--- src/rtl/kw_fifo_stream_skid_if.sv ---
// Ready/valid stream bundle: one beat moves on a clock edge where valid and ready are both high.
// The master drives the payload, and the slave answers with ready.
interface kw_fifo_stream_skid_if #(
  parameter int DATA_WIDTH = 16
);
  logic                  valid;
  logic                  ready;
  logic [DATA_WIDTH-1:0] data;

  modport master (output valid, output data, input ready);
  modport slave  (input valid, input data, output ready);
endinterface

--- src/rtl/kw_fifo_stream_skid.sv ---
// Ready/valid stream FIFO that keeps accepting beats for SKID cycles after ready falls.
// With OUT_REG=1 the head of the queue is held in a dedicated output flop ahead of a DEPTH-1 ring.
module kw_fifo_stream_skid #(
  parameter  int DATA_WIDTH = 16,
  parameter  int DEPTH      = 16,
  parameter  int SKID       = 1,
  parameter  int OUT_REG    = 0,
  localparam int CW         = $clog2(DEPTH + 1)
) (
  input  logic                   clock,
  input  logic                   reset,
  input  logic                   flush,
  kw_fifo_stream_skid_if.slave   up,
  kw_fifo_stream_skid_if.master  dn,
  output logic [CW-1:0]          count,
  output logic                   overflow
);

  if (DEPTH < 2 || SKID < 0 || SKID >= DEPTH || DATA_WIDTH < 1) begin : g_bad_params
    $error("kw_fifo_stream_skid: illegal DEPTH/SKID/DATA_WIDTH combination");
  end

  localparam int             RING    = (OUT_REG != 0) ? DEPTH - 1 : DEPTH;
  localparam int             PW      = (RING > 1) ? $clog2(RING) : 1;
  localparam logic [CW-1:0]  DEPTH_C = CW'(DEPTH);
  localparam logic [CW-1:0]  SKID_C  = CW'(SKID);
  localparam logic [PW-1:0]  LAST_C  = PW'(RING - 1);

  logic [DATA_WIDTH-1:0] mem [RING];
  logic [PW-1:0]         wr_ptr;
  logic [PW-1:0]         rd_ptr;
  logic                  full;
  logic                  pop;
  logic                  push;
  logic                  ring_wr;
  logic                  ring_rd;

  // Acceptance ignores up.ready. Late beats fill the reserved skid entries.
  assign full     = (count == DEPTH_C);
  assign pop      = dn.valid & dn.ready;
  assign push     = up.valid & (!full | pop);
  assign up.ready = (DEPTH_C - count) > SKID_C;

  // The explicit wrap keeps a non-power-of-two ring from aliasing.
  function automatic logic [PW-1:0] wrap_inc(input logic [PW-1:0] p);
    return (p == LAST_C) ? '0 : p + 1'b1;
  endfunction

  always_ff @(posedge clock) begin
    if (reset) begin
      count    <= '0;
      wr_ptr   <= '0;
      rd_ptr   <= '0;
      overflow <= 1'b0;
    end else begin
      if (up.valid & full & !pop) overflow <= 1'b1;
      if (flush) begin
        count  <= '0;
        wr_ptr <= '0;
        rd_ptr <= '0;
      end else begin
        if (ring_wr) wr_ptr <= wrap_inc(wr_ptr);
        if (ring_rd) rd_ptr <= wrap_inc(rd_ptr);
        case ({push, pop})
          2'b10:   count <= count + 1'b1;
          2'b01:   count <= count - 1'b1;
          default: ;
        endcase
      end
    end
  end

  // NOTE: storage has no reset. Contents are only ever read behind a valid count or flag.
  always_ff @(posedge clock) begin
    if (ring_wr && !flush && !reset) mem[wr_ptr] <= up.data;
  end

  if (OUT_REG == 0) begin : g_comb_out
    assign ring_wr  = push;
    assign ring_rd  = pop;
    assign dn.valid = (count != '0);
    assign dn.data  = mem[rd_ptr];
  end else begin : g_reg_out
    logic [DATA_WIDTH-1:0] out_q;
    logic                  out_valid;
    logic                  ring_empty;
    logic                  flop_load;
    logic                  to_flop;

    // The ring only holds entries while the output flop is occupied.
    assign ring_empty = (count == CW'(out_valid));
    assign flop_load  = pop | !out_valid;
    assign ring_rd    = flop_load & !ring_empty;
    assign to_flop    = flop_load & ring_empty & push;
    assign ring_wr    = push & !to_flop;

    always_ff @(posedge clock) begin
      if (reset || flush) begin
        out_valid <= 1'b0;
      end else if (flop_load) begin
        if (!ring_empty) begin
          out_q     <= mem[rd_ptr];
          out_valid <= 1'b1;
        end else if (push) begin
          out_q     <= up.data;
          out_valid <= 1'b1;
        end else begin
          out_valid <= 1'b0;
        end
      end
    end

    assign dn.valid = out_valid;
    assign dn.data  = out_q;
  end

endmodule
--- src/flat_wrapper.sv ---
// flat-port wrapper written by rule: the top's interface ports become plain ports
module kw_fifo_stream_skid_flat 
#(
  parameter  int DATA_WIDTH = 16,
  parameter  int DEPTH      = 16,
  parameter  int SKID       = 1,
  parameter  int OUT_REG    = 0,
  localparam int CW         = $clog2(DEPTH + 1)
)
  (clock, reset, flush, count, overflow, up_valid, up_data, up_ready, dn_valid, dn_data, dn_ready);
  kw_fifo_stream_skid_if #(.DATA_WIDTH(DATA_WIDTH)) up_i ();
  kw_fifo_stream_skid_if #(.DATA_WIDTH(DATA_WIDTH)) dn_i ();
  input  logic clock;
  input  logic reset;
  input  logic flush;
  output logic [CW-1:0] count;
  output logic overflow;
  input wire logic [$bits(up_i.valid)-1:0] up_valid;
  input wire logic [$bits(up_i.data)-1:0] up_data;
  output wire logic [$bits(up_i.ready)-1:0] up_ready;
  output wire logic [$bits(dn_i.valid)-1:0] dn_valid;
  output wire logic [$bits(dn_i.data)-1:0] dn_data;
  input wire logic [$bits(dn_i.ready)-1:0] dn_ready;
  assign up_i.valid = up_valid;
  assign up_i.data = up_data;
  assign up_ready = up_i.ready;
  assign dn_valid = dn_i.valid;
  assign dn_data = dn_i.data;
  assign dn_i.ready = dn_ready;
  kw_fifo_stream_skid #(.DATA_WIDTH(DATA_WIDTH), .DEPTH(DEPTH), .SKID(SKID), .OUT_REG(OUT_REG)) u_core (.clock(clock), .reset(reset), .flush(flush), .up(up_i), .dn(dn_i), .count(count), .overflow(overflow));
endmodule
--- config.mk ---
export PLATFORM = sky130hd
export DESIGN_NAME = kw_fifo_stream_skid_flat
export DESIGN_NICKNAME = d
export VERILOG_FILES = /design/src/rtl/kw_fifo_stream_skid_if.sv /design/src/rtl/kw_fifo_stream_skid.sv /design/src/flat_wrapper.sv
export SDC_FILE = /design/constraint.sdc
export NUM_CORES = 1
export LEC_CHECK = 0
export BUFFER_PORTS_ARGS = -buffer_cell sky130_fd_sc_hd__buf_2
export CORE_ASPECT_RATIO = 1.1
export CORE_MARGIN = 5
export CORE_UTILIZATION = 55
export DETAILED_ROUTE_END_ITERATION = 12
export PLACE_DENSITY = 0.8
export SLEW_MARGIN = 5
export SYNTH_ARGS = -nofsm -noshare
export SYNTH_HDL_FRONTEND = slang
export SYNTH_SLANG_ARGS = --single-unit
--- constraint.sdc ---
create_clock -name clock -period 3.3 [get_ports clock]
set_clock_uncertainty 0.05 [all_clocks]
set_input_delay 0.165 -clock clock [delete_from_list [all_inputs] [get_ports clock]]
set_output_delay 0.165 -clock clock [all_outputs]
set_load 0.01 [all_outputs]
==> results of run 1 <==
## worst max path at each step
stage | start | to | slack (ps) | cells after the start
3_5_place_dp | u_core.count[0] | u_core.mem[1][12] | 390 | 9
3_3_place_gp | u_core.count[0] | u_core.count[4] | 550 | 10
4_1_cts | u_core.count[0] | u_core.mem[1][4] | 370 | 9
5_1_grt | u_core.count[0] | u_core.mem[1][4] | 140 | 9
6_report | u_core.count[0] | u_core.mem[1][12] | 330 | 9
2_1_floorplan | u_core.count[0] | u_core.mem[7][0] | -360 | 8
## final cells by class
class                           count  area [um2]
Clock inverter                     15         155
Tap cell                          247         309
Clock buffer                       33         718
Fill cell                        1230        6850
Multi-Input combinational cell    215        2500
Sequential cell                   274        8050
Timing Repair Buffer               79         531
Inverter                           13        48.8
## registers in the layout, indices dropped and copies added, names as in the netlist, named ones only
name / cells
u_core.overflow: 1
u_core.count: 5
u_core.rd_ptr: 4
u_core.wr_ptr: 4
u_core.mem: 256
## per-stage QoR
stage	setup TNS (ps)	util (%)	instances	hold WS, ps
after global routing	0	64.3	876	3.53
final	0	64.3	876	6.19
after CTS	0	64.3	876	0.213
after floorplan	-11490	-	529	187
after detailed placement	0	59.2	819	290
after global placement	0	59.2	819	284
## routing by layer
layer  GRT usage [%]  wire [um]
met1            27.2       8780
met2            34.0      11300
met3            3.76       1440
met4            5.39        400
met5               0          0
## cells by family (layout without fill, tap and decap cells)
| family | after synthesis | in the layout | share of synthesized area (%) |
|---|---|---|---|
| muxes | 66 | 66 | 14.0 |
| xor gates and xnor gates | 4 | 4 | 0.326 |
| buffers and inverters | 40 | 140 | 1.92 |
| and+or+nand+nor | 82 | 82 | 4.10 |
| AOI/OAI and AO/OA | 53 | 53 | 3.52 |
| DFF | 274 | 274 | 75.0 |
| adders and majority gates | 10 | 10 | 1.17 |
## power groups by stage
stage          combinational [W]  sequential (W)  clock [W]
2_1_floorplan           0.000116         0.00389          0
3_3_place_gp            0.000205         0.00389          0
3_5_place_dp            0.000216         0.00389          0
4_1_cts                 0.000224         0.00382    0.00304
5_1_grt                 0.000242         0.00381    0.00320
6_report                0.000222         0.00382    0.00298
## critical path, cell delays in order, from the launching register on
cell	delay (ps)
dfxtp_1	520
inv_1	90
ha_1	230
nor3b_1	160
ha_1	260
nor2b_1	200
o21ai_2	180
nor4_1	380
and2_1	310
buf_4	270
## cells in the final DEF (no fill, tap or decap), drive strengths merged, types with 2 or more instances in the layout
cell type,instances
o21ai,3
nand2,26
a21oi,7
clkbuf,33
nor4,6
xnor2,2
clkinv,11
dlygate4sd3,9
nand3,2
o211ai,2
xor2,2
and2,11
inv,14
o21a,4
dfxtp,18
nor2b,3
ha,10
edfxtp,256
mux2i,2
nor3b,3
a22oi,32
mux4,64
bufinv,3
nor2,16
buf,70
nor3,8
==> results.sh, run 1 <==
export IMPL_status="complete, no violations"
export IMPL_crit_type="register to register"
export IMPL_p_leak_nw=3.99
export IMPL_worstMarginPinSlew_ps=783
export IMPL_rsz0062_at_grt="false"
export IMPL_clockRootBuffer="clkbuf_16"
export IMPL_switching_share_pct=19.2
export IMPL_grt_max_degree=32
export IMPL_synth_edf_count=256
export IMPL_worst_hold_path_num_cells=1
export IMPL_gp_congestion=0.848
export IMPL_synth_top_area_cell="edfxtp_1"
export IMPL_finalSetupViolCount=0
export IMPL_avgViaCountPerCell=6.14
export IMPL_fmax_mhz=336
export IMPL_worstSetupEndpointType="register"
export IMPL_synth_top_area_share_pct=71.6
export IMPL_max_cap_violations=0
export IMPL_ys_warnings_count=0
export IMPL_grt_pass1_wl_mm=33.8
export IMPL_core_um2=19200
export IMPL_numCtsBuffers=26
export IMPL_wirelength_mm=21.9
export IMPL_p_comb_share_pct=3.2
export IMPL_clock_latency_ps=520
export IMPL_yosysMostFrequentCell="edfxtp_1"
export IMPL_wl_per_cell_um=25.0
export IMPL_synth_main_ff_cell="edfxtp_1"
export IMPL_slew_viol_final=0
export IMPL_synth_cell_type_count=42
export IMPL_placed_area_um2=11400
export IMPL_hold_class="primary input to register"
export IMPL_grt_total_usage_pct=20.1
export IMPL_synth_nets=560
export IMPL_hpwl_mm=13.7
export IMPL_cts_buffer_depth=3
export IMPL_io_buffers=44
export IMPL_syn_inst=529
export IMPL_netlist_area_um2=10700
export IMPL_die_w_um=143
export IMPL_p_sw_w=0.00135
export IMPL_drive_gt1_share_pct=28.1
export IMPL_cts_setup_buffers=0
export IMPL_vias=5377
export IMPL_ys_seq_area_share_pct=75.0
export IMPL_hold_buffers=9
export IMPL_hold_viol_final=0
export IMPL_slew_headroom_pct=47.8
export IMPL_clkPwrFrac_pct=42.5
export IMPL_fin_nets=640
export IMPL_die_y_um=157
export IMPL_grt_pass1_vias=5800
export IMPL_dr_pass1_iters=4
export IMPL_hold_start="up_data[5]"
export IMPL_timing_final_ws_setup_ps=328
export IMPL_r2r_end="u_core.mem[1][12]"
export IMPL_worstHoldEndpoint="u_core.mem[4][5]"
export IMPL_startpoint_type="register"
export IMPL_num_io_pins=45
export IMPL_initial_core_util_pct=56.0
export IMPL_powerDensity_nw_per_um2=570
export IMPL_arrival_ps=3130
export IMPL_regToRegStartpoint="u_core.count[0]"
export IMPL_area_delta_synth_final_pct=14.7
export IMPL_async_flop_share_pct=0
export IMPL_cp_data_required_time_ps=3460
export IMPL_yosys_top_cells_count="edfxtp_1, mux4_2, a22oi_1, nand2_1, dfxtp_1"
export IMPL_ys_ff_latch=274
export IMPL_cts_tree="done"
export IMPL_fin_crit_ps=2970
export IMPL_grt_overflow=0
export IMPL_synthTopCellsByArea="edfxtp_1, mux4_2, dfxtp_1, mux4_1, a22oi_1"
export IMPL_insertedDiodeCount=0
export IMPL_drc=0
export IMPL_r2r_setup_slack_ps=330
export IMPL_ctsResizeCount=0
export IMPL_power_frac_seq_pct=54.4
export IMPL_core_rowCount=53
export IMPL_pre_cts_slack_ps=387
export IMPL_vdd_ir_drop_worst_v=0.000348
export IMPL_clock_sinks=274
export IMPL_avgSynthCellArea_um2=20.3
export IMPL_final_area_um2=12300
export IMPL_worstRegToRegCells=9
export IMPL_drtIter0Drc=427
export IMPL_antenna_found_initial=0
export IMPL_p_int_w=0.00567
export IMPL_path_clk_slew_ps=60
export IMPL_die_area_um2=22400
export IMPL_totalPowerFinal_w=0.00702
export IMPL_crit_fanout=13
export IMPL_post_route_period_util_pct=90.1
export IMPL_cts_max_level=1
export IMPL_ant_nets=0
No activity file was read; power rests on OpenSTA's default activity.
==> inputs of run 2 (changes only) <==
--- a/config.mk
+++ b/config.mk
@@ -6,9 +6,11 @@
 export NUM_CORES = 1
 export LEC_CHECK = 0
 export BUFFER_PORTS_ARGS = -buffer_cell sky130_fd_sc_hd__buf_2
+export CELL_PAD_IN_SITES_DETAIL_PLACEMENT = 1
+export CELL_PAD_IN_SITES_GLOBAL_PLACEMENT = 2
 export CORE_ASPECT_RATIO = 1.1
 export CORE_MARGIN = 5
-export CORE_UTILIZATION = 55
+export CORE_UTILIZATION = 43
 export DETAILED_ROUTE_END_ITERATION = 12
 export PLACE_DENSITY = 0.8
 export SLEW_MARGIN = 5
==> run 2 against run 1 <==
  * Register-to-register slack improved by 40 ps
  * Cell count increased by 7.9%
  * Die area rose by 26%
  * Critical endpoint is now u_core.mem[11][8]
  * Largest power group unchanged
  * Highest routed layer unchanged
==> results.sh, run 2 (synthesis gave the netlist of run 1 again) <==
export IMPL_numCtsBuffers=27
export IMPL_final_cell_mix="edfxtp_1, mux4_2, buf_2"
export IMPL_clock_sinks=274
export IMPL_drive_gt1_share_pct=27.4
export IMPL_fmax_mhz=341
export IMPL_drtIter0Drc=379
export IMPL_regToRegStartpoint="u_core.count[0]"
export IMPL_fin_util_pct=50.7
export IMPL_finalSetupViolCount=0
export IMPL_final_common_cell="edfxtp_1"
export IMPL_cts_max_level=1
export IMPL_post_route_period_util_pct=88.8
export IMPL_clockRootBuffer="clkbuf_16"
export IMPL_top_register="u_core.mem"
export IMPL_startpoint="u_core.count[0]"
export IMPL_slew_viol_final=0
export IMPL_die_w_um=161
export IMPL_avgViaCountPerCell=5.62
export IMPL_r2r_setup_slack_ps=370
export IMPL_fin_cells=945
export IMPL_cts_tree="done"
export IMPL_num_io_pins=45
export IMPL_gp_congestion=0.756
export IMPL_grt_max_degree=65
export IMPL_clock_latency_ps=530
export IMPL_vias=5308
export IMPL_area_delta_synth_final_pct=15.9
export IMPL_p_int_w=0.00565
export IMPL_grt_total_usage_pct=16.4
export IMPL_wirelength_mm=23.1
export IMPL_r2r_end="u_core.mem[11][8]"
export IMPL_fin_crit_ps=2930
export IMPL_pre_cts_slack_ps=390
export IMPL_arrival_ps=3090
export IMPL_powerDensity_nw_per_um2=564
export IMPL_placed_area_um2=11400
export IMPL_drc=0
export IMPL_met3_length_mm=1.29
export IMPL_die_area_um2=28200
export IMPL_worstMarginPinSlew_ps=823
export IMPL_top_layer_used="met4"
export IMPL_clkPwrFrac_pct=42.4
export IMPL_hold_viol_final=0
export IMPL_totalPowerFinal_w=0.00702
export IMPL_status="complete, no violations"
export IMPL_grt_pass1_vias=5815
export IMPL_grt_pass1_wl_mm=35.3
export IMPL_io_buffers=44
export IMPL_p_sw_w=0.00137
export IMPL_rsz0062_at_grt="false"
export IMPL_wl_per_cell_um=24.5
export IMPL_cts_buffer_depth=3
export IMPL_routed_wl_met2_mm=12.1
export IMPL_n_fill_cell=2208
export IMPL_slew_headroom_pct=45.1
export IMPL_cts_setup_buffers=0
export IMPL_power_frac_seq_pct=54.3
export IMPL_worstRegToRegCells=9
export IMPL_startpoint_type="register"
export IMPL_initial_core_util_pct=43.7
export IMPL_die_y_um=176
export IMPL_hpwl_mm=14.5
export IMPL_hold_class="primary input to register"
export IMPL_p_leak_nw=4.01
export IMPL_crit_type="register to register"
export IMPL_vdd_ir_drop_worst_v=0.000433
export IMPL_worst_hold_path_num_cells=1
export IMPL_core_um2=24500
export IMPL_timing_final_ws_setup_ps=371
export IMPL_fin_nets=645
export IMPL_worstSetupEndpointType="register"
export IMPL_drt_met1_wl_mm=9.38
export IMPL_top_regs="u_core.mem (256), u_core.count (5)"
export IMPL_core_rowCount=60
export IMPL_antenna_found_initial=0
export IMPL_crit_end="u_core.mem[11][8]"
export IMPL_insertedDiodeCount=0
export IMPL_dr_pass1_iters=5
export IMPL_p_comb_share_pct=3.3
export IMPL_final_area_um2=12400
export IMPL_switching_share_pct=19.6
export IMPL_ant_nets=0
export IMPL_crit_fanout=16
export IMPL_grt_overflow=0
export IMPL_cp_data_required_time_ps=3460
export IMPL_path_clk_slew_ps=60
export IMPL_max_cap_violations=0
export IMPL_largest_reg_flops=256
export IMPL_dp_cells=878
-- run 2: per-layer routing --
| metal | up-vias | track usage (%) |
|---|---|---|
| li1 | 2348 | - |
| met5 | - | 0 |
| met3 | 30 | 2.96 |
| met1 | 2782 | 21.5 |
| met2 | 148 | 28.9 |
| met4 | 0 | 3.66 |
-- run 2: metrics by stage --
stage / hold slack [ps] / setup TNS (ps)
2_1_floorplan: 187 / -11490
4_1_cts: 0.212 / 0
3_5_place_dp: 286 / 0
5_1_grt: 2.50 / 0
6_report: 9.98 / 0
3_3_place_gp: 283 / 0
-- run 2: worst max-delay path, stage by stage (launching register included) --
cell     delay, ps
dfxtp_1        510
inv_1           90
ha_1           230
nor3b_1        160
ha_1           240
nor2b_1        220
o21ai_2        190
or4_4          500
nor2_2         110
buf_4          280
-- run 2: worst min path at each step --
stage / start / end / slack, ps
finish: up_data[0] / u_core.mem[1][0] / 10
global route: up_data[0] / u_core.mem[1][0] / 3
CTS: up_data[0] / u_core.mem[1][0] / 0.2
detailed placement: reset / u_core.overflow / 290
global placement: reset / u_core.overflow / 280
floorplan: reset / u_core.overflow / 190
-- run 2: repair_timing --
item | in CTS | in global routing
resized for setup | 0 | 0
hold endpoints to repair | 217 | 0
hold buffers | 17 | 0
-- run 2: cell type report --
| class | count | area, um2 | area share [%] |
|---|---|---|---|
| sequential | 274 | 8050 | 64.7 |
| multi-input combinational | 215 | 2500 | 20.1 |
| clock buffer | 37 | 753 | 6.05 |
| timing repair buffer | 83 | 581 | 4.67 |
| tap | 310 | 388 | 3.12 |
| clock inverter | 13 | 118 | 0.945 |
| inverter | 13 | 48.8 | 0.392 |
-- run 2: power groups by stage --
| stage | Sequential [W] | Clock (W) | Combinational [W] |
|---|---|---|---|
| after floorplan | 0.00389 | 0 | 0.000116 |
| after global placement | 0.00389 | 0 | 0.000210 |
| after detailed placement | 0.00389 | 0 | 0.000220 |
| after CTS | 0.00381 | 0.00306 | 0.000235 |
| after global routing | 0.00381 | 0.00322 | 0.000252 |
| final | 0.00381 | 0.00298 | 0.000229 |
